--- config.mk ---
export PLATFORM = sky130hd
export DESIGN_NAME = sprite_pos_writer
export DESIGN_NICKNAME = d
export VERILOG_FILES = /design/src/rtl/sprite_pos_writer.sv
export SDC_FILE = /design/constraint.sdc
export NUM_CORES = 1
export LEC_CHECK = 0
export ABC_AREA = 0
export CAP_MARGIN = 10
export CORE_MARGIN = 3
export CORE_UTILIZATION = 48
export DETAILED_ROUTE_END_ITERATION = 8
export PLACE_DENSITY = 0.81
export RECOVER_POWER = 50
export SYNTH_ARGS = -nofsm -noshare
export SYNTH_HDL_FRONTEND = slang
export SYNTH_SLANG_ARGS = --single-unit
--- constraint.sdc ---
create_clock -name clk -period 1.9 [get_ports clk]
set_input_delay 0.38 -clock clk [delete_from_list [all_inputs] [get_ports clk]]
set_output_delay 0.38 -clock clk [all_outputs]
set_load 0.03 [all_outputs]
--- src/rtl/sprite_pos_writer.sv ---
// Sprite-position writer: snapshots up to six 16-bit position words and writes
// the masked ones, in ascending index order, into a six-word memory block.
// It pulses done and counts each completed set.
module sprite_pos_writer #(
  parameter logic [15:0] BASE_ADDR = 16'h0000
) (
  input  logic        clk,
  input  logic        reset,
  input  logic        load_valid,
  output logic        load_ready,
  input  logic [15:0] mx_in,
  input  logic [15:0] my_in,
  input  logic [15:0] p1x_in,
  input  logic [15:0] p1y_in,
  input  logic [15:0] p2x_in,
  input  logic [15:0] p2y_in,
  input  logic [5:0]  load_mask,
  input  logic        mem_grant,
  output logic        mem_we,
  output logic [15:0] mem_addr,
  output logic [15:0] mem_data,
  output logic        done,
  output logic [15:0] update_count
);

  typedef enum logic [1:0] {StIdle, StWrite, StDone} state_e;

  state_e      state_q, state_d;
  logic [2:0]  idx_q, idx_d;
  logic [5:0]  mask_q, mask_d;
  logic [15:0] word_q [6];
  logic [15:0] word_d [6];
  logic [15:0] count_q, count_d;

  // Mask bits strictly above the current index, used to find the next word.
  logic [5:0]  above_mask;
  logic [5:0]  remaining;

  // Index of the lowest set bit; callers only use it when v is non-zero.
  function automatic logic [2:0] lowest_bit(input logic [5:0] v);
    lowest_bit = 3'd0;
    for (int i = 5; i >= 0; i--) begin
      if (v[i]) lowest_bit = 3'(i);
    end
  endfunction

  // Select the mask bits that have not been written yet.
  always_comb begin
    above_mask = '0;
    for (int i = 0; i < 6; i++) begin
      above_mask[i] = (3'(i) > idx_q);
    end
    remaining = mask_q & above_mask;
  end

  // Next-state logic: accept, walk the masked words, then retire the set.
  always_comb begin
    state_d = state_q;
    idx_d   = idx_q;
    mask_d  = mask_q;
    word_d  = word_q;
    count_d = count_q;
    unique case (state_q)
      StIdle: begin
        if (load_valid) begin
          mask_d    = load_mask;
          word_d[0] = mx_in;
          word_d[1] = my_in;
          word_d[2] = p1x_in;
          word_d[3] = p1y_in;
          word_d[4] = p2x_in;
          word_d[5] = p2y_in;
          if (load_mask != 6'd0) begin
            state_d = StWrite;
            idx_d   = lowest_bit(load_mask);
          end else begin
            state_d = StDone;
          end
        end
      end
      StWrite: begin
        if (mem_grant) begin
          if (remaining != 6'd0) begin
            idx_d = lowest_bit(remaining);
          end else begin
            state_d = StDone;
          end
        end
      end
      StDone: begin
        count_d = count_q + 16'd1;
        state_d = StIdle;
      end
      default: state_d = StIdle;
    endcase
  end

  // State register with synchronous active-low reset.
  always_ff @(posedge clk) begin
    if (!reset) begin
      state_q <= StIdle;
      idx_q   <= 3'd0;
      mask_q  <= 6'd0;
      count_q <= 16'd0;
      for (int i = 0; i < 6; i++) begin
        word_q[i] <= 16'd0;
      end
    end else begin
      state_q <= state_d;
      idx_q   <= idx_d;
      mask_q  <= mask_d;
      count_q <= count_d;
      for (int i = 0; i < 6; i++) begin
        word_q[i] <= word_d[i];
      end
    end
  end

  // Outputs decoded purely from registered state.
  always_comb begin
    mem_we       = 1'b0;
    mem_addr     = BASE_ADDR;
    mem_data     = 16'd0;
    load_ready   = (state_q == StIdle);
    done         = (state_q == StDone);
    update_count = count_q;
    if (state_q == StWrite) begin
      mem_we   = 1'b1;
      mem_addr = BASE_ADDR + {13'd0, idx_q};
      mem_data = word_q[idx_q];
    end
  end

endmodule

==> results of run 1 <==
[final cells by class]
type,instances,area (sq um),share of cell area [%]
Inverter,11,42.54,0.5307
Clock inverter,15,235.2,2.934
Timing Repair Buffer,189,1792,22.35
Multi-Input combinational cell,491,2897,36.13
Clock buffer,17,425.4,5.307
Tap cell,140,175.2,2.185
Sequential cell,122,2450,30.56
[cells by family (layout without fill, tap and decap cells)]
kind of cell	after synthesis	count (layout)	share of synthesized area (%)
other	1	13	0.06849
muxes	37	37	10.79
and+or+nand+nor	283	283	21.37
AOI/OAI and AO/OA	148	148	15.27
adders and majority gates	1	1	0.2285
buffers and inverters	72	232	6.238
DFF	122	122	44.61
xor gates and xnor gates	9	9	1.440
[registers in the layout (all words and copies together), names as in the netlist]
signal / count
idx_q: 3
mask_q: 5
state_q: 2
update_count: 16
word_q: 96
[worst max-delay path by stage]
| stage | endpoint | slack [ns] | depth (start not counted) |
|---|---|---|---|
| after floorplan | mem_data[0] | 0.02 | 4 |
| after global placement | mem_data[5] | -0.03 | 5 |
| after detailed placement | idx_q[0] | -0.08 | 5 |
| after CTS | mem_data[4] | -0.46 | 5 |
| after global routing | mem_data[15] | -0.50 | 6 |
| final | mem_data[15] | -0.43 | 6 |
[power by group through the flow]
stage | clock network (W) | registers, W | logic, W
after floorplan | 0 | 0.00288 | 0.000953
after global placement | 0 | 0.00292 | 0.00152
after detailed placement | 0 | 0.00293 | 0.00155
after CTS | 0.00363 | 0.00289 | 0.00168
after global routing | 0.00374 | 0.00291 | 0.00185
final | 0.00362 | 0.00289 | 0.00173
[placed cells by master (no fill, tap or decap), types with 3 or more instances in the layout]
master / netlist / routed
a21oi_1: 109 / 108
a22oi_2: 0 / 15
buf_12: 0 / 5
buf_4: 13 / 40
buf_6: 0 / 16
bufinv_16: 0 / 5
clkbuf_1: 29 / 9
clkbuf_16: 0 / 17
clkdlybuf4s50_1: 0 / 109
conb_1: 1 / 13
dfxtp_1: 122 / 120
dlygate4sd2_1: 0 / 5
inv_1: 11 / 9
inv_6: 0 / 5
mux2_2: 16 / 15
mux2i_1: 5 / 5
mux4_2: 16 / 16
nand2_1: 214 / 214
nand2b_1: 4 / 3
nand3_1: 4 / 4
nor2_1: 35 / 23
nor2_2: 0 / 12
nor4_1: 3 / 3
o21ai_0: 5 / 5
o31ai_1: 5 / 4
or3_1: 4 / 4
or4_1: 4 / 4
xnor2_1: 3 / 3
xor2_1: 6 / 6
[through the flow]
stage / utilization (%) / instances / hold WS (ns) / TNS, ns
after detailed placement: 65.35 / 944 / 0.4474 / -0.3650
after global placement: 65.35 / 944 / 0.4387 / -0.1274
final: 72.99 / 985 / 0.4547 / -6.518
after CTS: 73.07 / 982 / 0.4556 / -6.640
after global routing: 72.99 / 985 / 0.4721 / -10.99
after floorplan: - / 685 / 0.4329 / 0
[what timing repair did]
item | in CTS | in global routing
gates cloned | 1 | 0
pin swaps | 16 | 16
buffers inserted | 5 | 5
hold endpoints to repair | 0 | 0
endpoints found under the setup margin | 25 | 32
hold buffers | 0 | 0
resized for setup | 45 | 30
[worst max-delay path, delay by kind of cell (launching register included)]
kind            cells  cell delay, ns
compound gates      1            0.18
simple gates        1            0.06
buf+inv             3            0.38
flops               1            0.40
mux                 1            0.51
[routing by layer]
| metal | vias up | global-route usage [%] | routed length [um] |
|---|---|---|---|
| li1 | 2588 | - | - |
| met1 | 2684 | 32.21 | 6589 |
| met2 | 279 | 47.04 | 9105 |
| met3 | 39 | 7.005 | 1358 |
| met4 | 0 | 10.26 | 436 |
| met5 | - | 0 | 0 |
==> out/qor.yml, run 1 <==
clockBufferDepth: 2
max_freq_mhz: 430.0
synthFlopType: "dfxtp_1"
synthCells: 673
drv_cap: 0
grt-ovfl-total: 0
crit_path_end_kind: "output pin"
fin_crit_sh_pct: 122.4
nFillCells: 763
synth_top_area_share_pct: 44.61
avgRoutedWirePerCell_um: 17.76
path_cells: "buf_4, buf_8, mux4_2, a22oi_2, nor2_2, buf_6"
cts.sinks: 122
synthTopCellsByArea: "dfxtp_1, nand2_1, a21oi_1"
clock-skew-final_ns: 0.008391
grt_usage_pct: 27.10
startpoint_type: "flop"
regToRegEndpoint: "word_q[77]"
vias_per_cell: 5.675
slew_headroom_pct: 56.37
clkPwrFrac_pct: 43.9
yosys.area.top_type: "dfxtp_1"
cp.required_ns: 1.52
startpoint: "idx_q[0]"
rrSetupSlack_ns: -0.02
drtIter0Drc: 634
finalCriticalPeriod_ns: 2.326
final_nets: 939
pwr-share-comb_pct: 21.0
initial_core_util_pct: 49.85
p_sw_w: 0.002312
cts_inserted_buffers: 17
synth-async-reset-ratio_pct: 0
detail-route-antenna-nets: 0
dp.final_hpwl_um: 11520
worstPathMaxFanout: 5
fin_area_sq_mm: 0.008016
routed_wl_um: 17490
violations: "negative setup slack"
syn_area_sq_mm: 0.005475
layout-drive-gt1-share_pct: 20.00
min_path_cells: 2
route.vias.total: 5590
crit_arrival_ns: 1.95
ys_seq_area_share_pct: 44.61
clock_latency_ns: 0.42
setup-violations-final: 20
cts_tree: "built"
seq_power_share_pct: 35.1
slowest_delay_ns: 0.51
crit_path_top_delay_cell: "mux4_2"
grt_antenna_before_repair: 0
hp-class: "reg2reg"
powerDensity_mw_per_mm2: 1027
tightest_slew_ns: 0.6537
power.total_w: 0.008237
synth_common_cells: "nand2_1, dfxtp_1, a21oi_1, nor2_1, clkbuf_1"
syn_to_final_growth_pct: 46.41
rsz0062_at_grt: "true"
dp_slack_ns: -0.07536
die_h_um: 112.8
yosysMostFrequentCell: "nand2_1"
place_area_sq_mm: 0.007177
ys_ff_latch: 122
clk_pin_slew_worst_paths_ns: 0.06
die_w_um: 112.8
io_buffers: 143
finalHoldViolCount: 0
route.detailed.drc: 0
finalMaxSlewViolations: 0
grt_pass1_vias: 5570
cts-htree-levels: 4
p_int_w: 0.005924
coreArea_sq_mm: 0.01098
setup_ws_ns: -0.4257
criticalPathCategory: "reg2out"
worstRegToRegCells: 7
grt_pass1_wl_um: 27450
io_pins: 157
outcome: "finished, violations left"
dieArea_sq_mm: 0.01272
post_synth.cell_area_avg_sq_um: 8.136
firstDrtPassIters: 7
whs_endpoint: "word_q[16]"
min-delay-start: "word_q[16]"
synth_cell_types: 44
place_congestion: 0.8967
yosysWarningCount: 0
root_buffer: "clkbuf_16"
num_rows: 38
synth_edf_count: 0
swShare_pct: 28.07
p_leak_nw: 3.063
grt_max_degree: 89
worst_ir_drop_vdd_v: 0.0006636
reg2reg_from: "state_q[1]"
num_antenna_cells: 0
Power figures use the tool's default switching activity.
==> inputs of run 2 (changes only) <==
--- a/config.mk
+++ b/config.mk
@@ -5,12 +5,13 @@
 export SDC_FILE = /design/constraint.sdc
 export NUM_CORES = 1
 export LEC_CHECK = 0
-export ABC_AREA = 0
+export ABC_AREA = 1
 export CAP_MARGIN = 10
 export CORE_MARGIN = 3
-export CORE_UTILIZATION = 48
+export CORE_UTILIZATION = 50
+export CTS_BUF_LIST = sky130_fd_sc_hd__clkbuf_8
 export DETAILED_ROUTE_END_ITERATION = 8
-export PLACE_DENSITY = 0.81
+export PLACE_DENSITY = 0.83
 export RECOVER_POWER = 50
 export SYNTH_ARGS = -nofsm -noshare
 export SYNTH_HDL_FRONTEND = slang
==> run 2 against run 1 <==
The run still ends with negative setup slack left. Core utilization increased by 4.4 points. Clock-buffer cell count increased by 1. First-iteration DRC count increased by 13%. Routed wire length increased by 7.6%. Setup slack improved by 0.066 ns.
==> out/qor.yml, run 2 <==
firstDrtPassIters: 5  # was 7
yosys.area.top_type: "dfxtp_1"  # unchanged
syn_area_sq_mm: 0.005579  # was 0.005475 sq mm
vias_per_cell: 5.541  # was 5.675
dp.final_hpwl_um: 12350  # was 11520 um
violations: "negative setup slack"  # unchanged
largest_register_ffs: 96  # unchanged
clock-skew-final_ns: 0.01252  # was 0.008391 ns
layout_common_cells: "nor2_1, o21ai_0, dfxtp_1, clkdlybuf4s50_1, nand2_1"  # was nand2_1, dfxtp_1, clkdlybuf4s50_1, a21oi_1, buf_4
hp-class: "in2reg"  # was reg2reg
criticalPathCategory: "reg2out"  # unchanged
power.total_w: 0.008202  # was 0.008237 W
crit_path_top_delay_cell: "dfxtp_4"  # was mux4_2
fin_crit_sh_pct: 118.9  # was 122.4%
num_antenna_cells: 0  # unchanged
ys_ff_latch: 122  # unchanged
synthTopCellsByArea: "dfxtp_1, nor2_1, o21ai_0"  # was dfxtp_1, nand2_1, a21oi_1
powerDensity_mw_per_mm2: 1000  # was 1027 mW/mm^2
worst_ir_drop_vdd_v: 0.0006939  # was 0.0006636 V
outcome: "finished, violations left"  # unchanged
cp_num_buf_inv: 5  # was 3
clk_pin_slew_worst_paths_ns: 0.08  # was 0.06 ns
crit_family: "buffers and inverters"  # was multiplexers
avgRoutedWirePerCell_um: 16.56  # was 17.76 um
final.setup.tns_ns: -4.613  # was -6.518 ns
ys_seq_area_share_pct: 43.78  # was 44.61%
cpMostUsedCell: "buf_6"
initial_core_util_pct: 52.63  # was 49.85%
synth_top_area_share_pct: 43.78  # was 44.61%
yosysWarningCount: 0  # unchanged
synth-compound-area-share_pct: 20.05  # was 15.27%
finalHoldViolCount: 0  # unchanged
cts-htree-levels: 4  # unchanged
finalCriticalPeriod_ns: 2.260  # was 2.326 ns
worstPathMaxFanout: 8  # was 5
p_leak_nw: 3.491  # was 3.063 nW
cp.required_ns: 1.52  # about the same
final_nets: 1095  # was 939
synth_cell_types: 31  # was 44
synth_adder_area_share_pct: 0.2243  # was 0.2285%
clockBufferDepth: 2  # unchanged
drtIter0Drc: 717  # was 634
die_h_um: 111.6  # was 112.8 um
routed_wl_um: 18810  # was 17490 um
grt_pass1_vias: 5695  # was 5570
muxShareOfSynthArea_pct: 0  # was 10.79%
top_register: "word_q"  # unchanged
hold_buffers: 0  # unchanged
route.detailed.drc: 0  # unchanged
cts_inserted_buffers: 17  # unchanged
grt_pass1_wl_um: 28700  # was 27450 um
hold_slack_ns: 0.2665  # was 0.4547 ns
grt-ovfl-total: 0  # unchanged
io_pins: 157  # unchanged
rsz0062_at_grt: "true"  # unchanged
grt_max_degree: 88  # was 89
io_buffers: 143  # unchanged
path_cells: "inv_6, buf_8, buf_12, buf_6, o21a_1, o21ai_0, a21oi_2, buf_6"  # was buf_4, buf_8, mux4_2, a22oi_2, nor2_2, buf_6
synth_top_family_by_area: "simple AND/OR/NAND/NOR gates"  # unchanged
setup_ws_ns: -0.3600  # was -0.4257 ns
crit_arrival_ns: 1.88  # was 1.95 ns
place_area_sq_mm: 0.007169  # was 0.007177 sq mm
yosysMostFrequentCell: "nor2_1"  # was nand2_1
num_rows: 37  # was 38
syn_to_final_growth_pct: 47.01  # was 46.41%
setup-violations-final: 30  # was 20
fin_area_sq_mm: 0.008202  # was 0.008016 sq mm
place_congestion: 0.9885  # was 0.8967
layout-drive-gt1-share_pct: 17.70  # was 20.00%
yosys.area_share.simple_pct: 26.46  # was 21.37%
synth_xor_area_share_pct: 0.3140  # was 1.440%
root_buffer: "clkbuf_8"  # was clkbuf_16
finalMaxSlewViolations: 0  # unchanged
post_synth.cell_area_avg_sq_um: 6.846  # was 8.136 sq um
synthFlopType: "dfxtp_1"  # unchanged
route.vias.total: 6295  # was 5590
synth_common_cells: "nor2_1, o21ai_0, dfxtp_1, nand2_1, inv_1"  # was nand2_1, dfxtp_1, a21oi_1, nor2_1, clkbuf_1
synthCells: 815  # was 673
grt_antenna_before_repair: 0  # unchanged
startpoint_type: "flop"  # unchanged
grt_usage_pct: 28.40  # was 27.10%
clock_latency_ns: 0.44  # was 0.42 ns
detail-route-antenna-nets: 0  # unchanged
slowest_delay_ns: 0.38  # was 0.51 ns
die_w_um: 111.6  # was 112.8 um
final_common_cell: "nor2_1"  # was nand2_1
crit_path_end_kind: "output pin"  # unchanged
cts_tree: "built"  # unchanged
dieArea_sq_mm: 0.01246  # was 0.01272 sq mm
drv_cap: 0  # unchanged
coreArea_sq_mm: 0.01060  # was 0.01098 sq mm
synth_edf_count: 0  # unchanged
synth-async-reset-ratio_pct: 0  # unchanged
max_freq_mhz: 442.5  # was 430.0 MHz
cts.sinks: 122  # unchanged
[run 2: cell count changes after synthesis, moves of 7 or more]
cell      before  now
a21oi_1      109   22
nand3_1        4   11
o22ai_1        0    7
mux2_2        16    0
mux4_2        16    0
buf_2         18   10
buf_6          0    8
inv_1         11   39
nor2_1        35  280
o221ai_1       1    9
o21ai_0        5  159
o21a_1         0   10
a22oi_1       16    0
nand2_1      214   74
[run 2: layout make-up]
cell class,instances,area [sq um]
well taps,136,170.2
clock inverters,13,217.7
inverters,40,162.7
clock buffers,18,247.7
multi-input cells,603,2898
flip-flops and latches,122,2451
fillers,759,2400
repair buffers,204,2054
[run 2: metal layers]
| layer | share of wire, % | up-vias | GRT usage [%] |
|---|---|---|---|
| met2 | 48 | 356 | 46.60 |
| met5 | 0 | - | 0 |
| met3 | 8.7 | 49 | 7.337 |
| li1 | - | 2977 | - |
| met4 | 3.1 | 0 | 9.489 |
| met1 | 40 | 2913 | 36.46 |
[run 2: tightest hold or removal path, delay by kind of cell]
kind                   cells  cell delay (ns)
buffers and inverters      1             0.16
and+or+nand+nor            2             0.11
[run 2: logic make-up (layout without fill, tap and decap cells)]
family                     after synthesis  in the layout
and+or+nand+nor                        378            378
AOI/OAI and AO/OA                      209            209
DFF                                    122            122
buffers and inverters                  102            275
xor gates and xnor gates                 2              2
adders and majority gates                1              1
other                                    1             13
[run 2: final timing paths]
check                                 from              end  slack [ns]  cells after the start
worst max-delay path              idx_q[0]      mem_data[4]       -0.36                      8
worst min-delay path                 reset  update_count[5]        0.27                      3
worst min register to register   mask_q[4]        mask_q[4]        0.47                      2
worst max register to register  state_q[0]        mask_q[3]       -0.10                      9
[run 2: power by group]
group,switching (W),internal (W)
clock,0.00111,0.00160
combinational,0.00135,0.00111
sequential,0.000213,0.00282
[run 2: what timing repair did]
item	in CTS	in global routing
pin swaps	26	35
setup endpoints to repair	34	26
resized for setup	124	73
cloned	3	1
buffers inserted	15	9
[run 2: through the flow]
step	utilization [%]	cells	setup WS [ns]
6_report	77.36	1136	-0.3600
5_1_grt	77.36	1136	-0.4221
4_1_cts	75.55	1127	-0.2974
3_5_place_dp	67.63	1078	-0.2568
3_3_place_gp	67.63	1078	-0.2106
2_1_floorplan	-	827	-0.01399
